File: config.mk
export PLATFORM = sky130hd
export DESIGN_NAME = tug_player_input
export DESIGN_NICKNAME = d
export VERILOG_FILES = /design/src/rtl/tug_player_input.sv
export SDC_FILE = /design/constraint.sdc
export NUM_CORES = 1
export LEC_CHECK = 0
export CORE_MARGIN = 3
export CORE_UTILIZATION = 55
export CTS_CLUSTER_SIZE = 30
export DETAILED_ROUTE_END_ITERATION = 12
export PLACE_DENSITY = 0.8
export SETUP_SLACK_MARGIN = 0.15
export SYNTH_ARGS = -nofsm -noshare
export SYNTH_HDL_FRONTEND = slang
export SYNTH_SLANG_ARGS = --single-unit
File: constraint.sdc
create_clock -name clk -period 1.5 [get_ports clk]
set_clock_uncertainty 0.05 [all_clocks]
set_input_delay 0.225 -clock clk [delete_from_list [all_inputs] [get_ports clk]]
set_output_delay 0.225 -clock clk [all_outputs]
set_load 0.03 [all_outputs]
File: src/rtl/tug_player_input.sv
// tug_player_input - debounced pushbutton press pulses with an optional LFSR opponent on R.
// Optional feature macro: TUG_CPU_PLAYER_EN (R driven by the opponent instead of key_r).

module tug_key_debounce #(
  parameter int DEBOUNCE_CYCLES = 4
) (
  input  logic clk,
  input  logic reset,
  input  logic key,
  output logic pulse
);

  logic       sync1;
  logic       sync2;
  logic       accepted;
  logic       accepted_d;
  logic [7:0] count;
  logic       pressed;

  assign pressed = ~sync2;

  always_ff @(posedge clk or negedge reset) begin
    if (!reset) begin
      sync1      <= 1'b1;
      sync2      <= 1'b1;
      accepted   <= 1'b0;
      accepted_d <= 1'b0;
      count      <= 8'd0;
      pulse      <= 1'b0;
    end else begin
      sync1      <= key;
      sync2      <= sync1;
      accepted_d <= accepted;
      pulse      <= accepted & ~accepted_d;
      // Counter tracks consecutive edges where the synchronized level disagrees
      if (pressed == accepted) begin
        count <= 8'd0;
      end else if (count == 8'(DEBOUNCE_CYCLES - 1)) begin
        accepted <= pressed;
        count    <= 8'd0;
      end else begin
        count <= count + 8'd1;
      end
    end
  end

endmodule

module tug_player_input #(
  parameter int DEBOUNCE_CYCLES = 4,
  parameter int TICK_CYCLES     = 8
) (
  input  logic       clk,
  input  logic       reset,
  input  logic       key_l,
  input  logic       key_r,
  input  logic [2:0] difficulty,
  output logic       L,
  output logic       R
);

  tug_key_debounce #(.DEBOUNCE_CYCLES(DEBOUNCE_CYCLES)) u_left (
    .clk   (clk),
    .reset (reset),
    .key   (key_l),
    .pulse (L)
  );

`ifdef TUG_CPU_PLAYER_EN
  logic [9:0] lfsr;
  logic [9:0] prescale;
  logic       tick;
  logic       unused_key_r;

  assign unused_key_r = key_r;
  assign tick         = (prescale == 10'(TICK_CYCLES - 1));

  // Fibonacci LFSR for x^10 + x^7 + 1; difficulty scales the press threshold
  always_ff @(posedge clk or negedge reset) begin
    if (!reset) begin
      lfsr     <= 10'h001;
      prescale <= 10'd0;
      R        <= 1'b0;
    end else begin
      lfsr     <= {lfsr[8:0], lfsr[9] ^ lfsr[6]};
      prescale <= tick ? 10'd0 : prescale + 10'd1;
      R        <= tick && (lfsr < {difficulty, 7'b0000000});
    end
  end
`else
  logic unused_difficulty;

  assign unused_difficulty = ^difficulty;

  tug_key_debounce #(.DEBOUNCE_CYCLES(DEBOUNCE_CYCLES)) u_right (
    .clk   (clk),
    .reset (reset),
    .key   (key_r),
    .pulse (R)
  );
`endif

endmodule

==> results.md <==
- Final net count: 127
- Ys async rst share: 100.0%
- Peak VDD IR: 0.9960 mV
- Cell with the most instances after synthesis: dfrtp_1
- DRT Pass-1 Iters: 6
- Power consumption: 1.889 mW
- Final Non-Filler Cells: 140
- Post-Syn Instances: 96
- RSZ-0062 raised after global routing: true
- Setup slack after layout: 191.5 ps
- Setup violators final: 0
- GP Congestion: 0.7502
- Initial core utilization: 60.42%
- Tmin final: 1308 ps
- # DRC: 0
- Setup CP Type: flop to flop
- PwrDens: 1431 mW/mm2
- First-pass GRT wire length: 3.470 mm
- Status: complete, no violations
- Syn Std Cell Area: 0.001089 mm2
- CTS sink count: 26
- CTS Buf Count: 3
- Clk pin slew, worst setup/hold paths: 140 ps
- Largest net degree at the start of global routing: 27
- Mapped Nets: 107
- Family with the most delay on the worst path: flip-flops
- Antenna Cells: 0
- Via count: 763
- Rows: 15
- Die H: 50.49 um
- Max FO, Critical Path: 5
- Final hold vios: 0
- Fin. max-slew vios: 0
- Ranking of synthesized cells by area: dfrtp_1, dfstp_2, xor2_1
- Synth area leader: dfrtp_1
- Worst hold slack: 182.4 ps
- Grt total ovfl: 0
- GRT Total Usage: 18.79%
- Critical Path Slowest Stage Cell: dfrtp_1
- Post-DRT Antenna Nets: 0
- Layout cells sized above 1: 26.09%
- Synth cell count leaders: dfrtp_1, nor2_1, nand3_1
- H-Tree Depth: 1
- CTS Root Cell: clkbuf_4
- Synth Area per Inst: 11.34 um2
- Synth Flop Type: dfrtp_1
- Cell variety after synth: 19
- Fillers: 139
- Hold_buf cts: 0
- Fmax achieved: 764.2 MHz
- Final wirelength: 1.934 mm
- Count of flip-flops with a built-in enable after synthesis: 0
- # port buffers: 5
- Post-synthesis sequential area ratio: 60.23%
- Vias in the first global route: 833
- Initial antenna violation count: 0
- Area added between synthesis and finish: 21.26%
- Ports: 9
- WP data arrival: 1540 ps
- Synthesis warning total: 0
- CP Cell Sequence: buf_4, ha_2, inv_1, or3_1, a21oi_2
- Die Span X: 50.49 um
- Dpl hpwl: 1.251 mm
- Worst setup SP type: flop
- Number of vias per cell: 5.450
- Die ar.: 0.002549 mm2
- Place WS: 21.21 ps
- Share of the synthesized area in the top cell type: 50.57%
- Worst-Margin Slew: 319.8 ps
- CTS tree: done
- Fin Setup TNS: 0 ps
- Wire length per cell: 13.81 um
- MaxCap Viol Count: 0
- Fin crit share: 87.23%
- Worst skew pair latency: 330 ps
- Relative max-transition margin: 78.51%
- Clock buffer depth: 2
- Worst Path Buf+Inv: 2
- Synth Register Bits: 26
- Worst setup EP type: flop
- Starting DRT DRC Count: 10
- Core Region: 0.001802 mm2
- Worst hold-check path type: input port to asynchronous set/reset pin
- Crit path largest cell delay: 370 ps
- P_leak: 0.6023 nW
- Required @ worst endpoint: 1730 ps
- DP Cell Count: 132
==> state kept, by name (all words and copies together) (netlist names) <==
| name | count |
|---|---|
| u_left.accepted | 1 |
| u_left.accepted_d | 1 |
| u_left.count | 8 |
| u_left.pulse | 1 |
| u_left.sync1 | 1 |
| u_left.sync2 | 1 |
| u_right.accepted | 1 |
| u_right.accepted_d | 1 |
| u_right.count | 8 |
| u_right.pulse | 1 |
| u_right.sync1 | 1 |
| u_right.sync2 | 1 |
==> cells in the final DEF, fill, tap and decap left out, types with 3 or more instances in the layout <==
master	synthesis	final
nand3_1	8	8
or3_1	6	6
nand2_1	4	4
clkdlybuf4s50_1	0	3
clkbuf_4	0	3
inv_1	6	6
a21oi_1	5	4
dfstp_2	4	4
dfrtp_1	22	22
xor2_1	6	6
nor2_1	12	12
o21ai_0	6	6
buf_4	0	10
==> routing by layer <==
| layer | vias up | wire length (um) | GRT usage, % |
|---|---|---|---|
| met5 | - | 0 | 0 |
| met4 | 0 | 44 | 11.66 |
| met3 | 6 | 84 | 6.825 |
| met2 | 12 | 1031 | 32.83 |
| met1 | 378 | 774 | 18.71 |
| li1 | 367 | - | - |
==> final timing paths <==
kind | startpoint | end | slack [ps] | depth (start not counted)
hold reg to reg | u_right.sync1 | u_right.sync2 | 300 | 0
hold / removal | reset | u_right.count[6] | 180 | 2
min in group clk | key_l | u_left.sync1 | 240 | 1
setup reg to reg | u_right.count[0] | u_right.count[6] | 190 | 5
setup / recovery | u_right.count[0] | u_right.count[6] | 190 | 5
max in group asynchronous | reset | u_right.sync1 | 910 | 2
==> area by class of cell <==
type	count	area [um2]	area share, %
Inverter	6	22.52	1.706
Clock buffer	4	26.28	1.991
Tap cell	25	31.28	2.370
Sequential cell	26	655.6	49.67
Timing Repair Buffer	15	115.1	8.720
Multi-Input combinational cell	64	469.2	35.54
==> kinds of logic (layout without fill, tap and decap cells) <==
group,count (synthesis),after routing,share of synthesized area [%]
DFF,26,26,60.23
and+or+nand+nor,36,36,17.47
xor gates and xnor gates,8,8,6.437
adders and majority gates,4,4,4.598
muxes,2,2,1.839
buffers and inverters,6,25,2.069
AOI/OAI and AO/OA,14,14,7.357
==> report_power, final <==
part           total, mW  internal [mW]  switching [mW]
Sequential         0.945          0.847          0.0978
Clock              0.310          0.104           0.206
Combinational      0.633          0.282           0.351
Total               1.89           1.23           0.654
==> stage by stage <==
step | instance area [um2] | utilization, %
after floorplan | 1089 | -
after global placement | 1215 | 67.43
after detailed placement | 1215 | 67.43
after CTS | 1265 | 70.21
after global routing | 1320 | 73.26
final | 1320 | 73.26
==> what timing repair did <==
item | in CTS | in global routing
pin swaps | 2 | 4
gates resized for setup | 7 | 10
setup endpoints to repair | 18 | 17
buffers inserted | 0 | 4
Note: power is estimated with default switching activity, not from simulation.
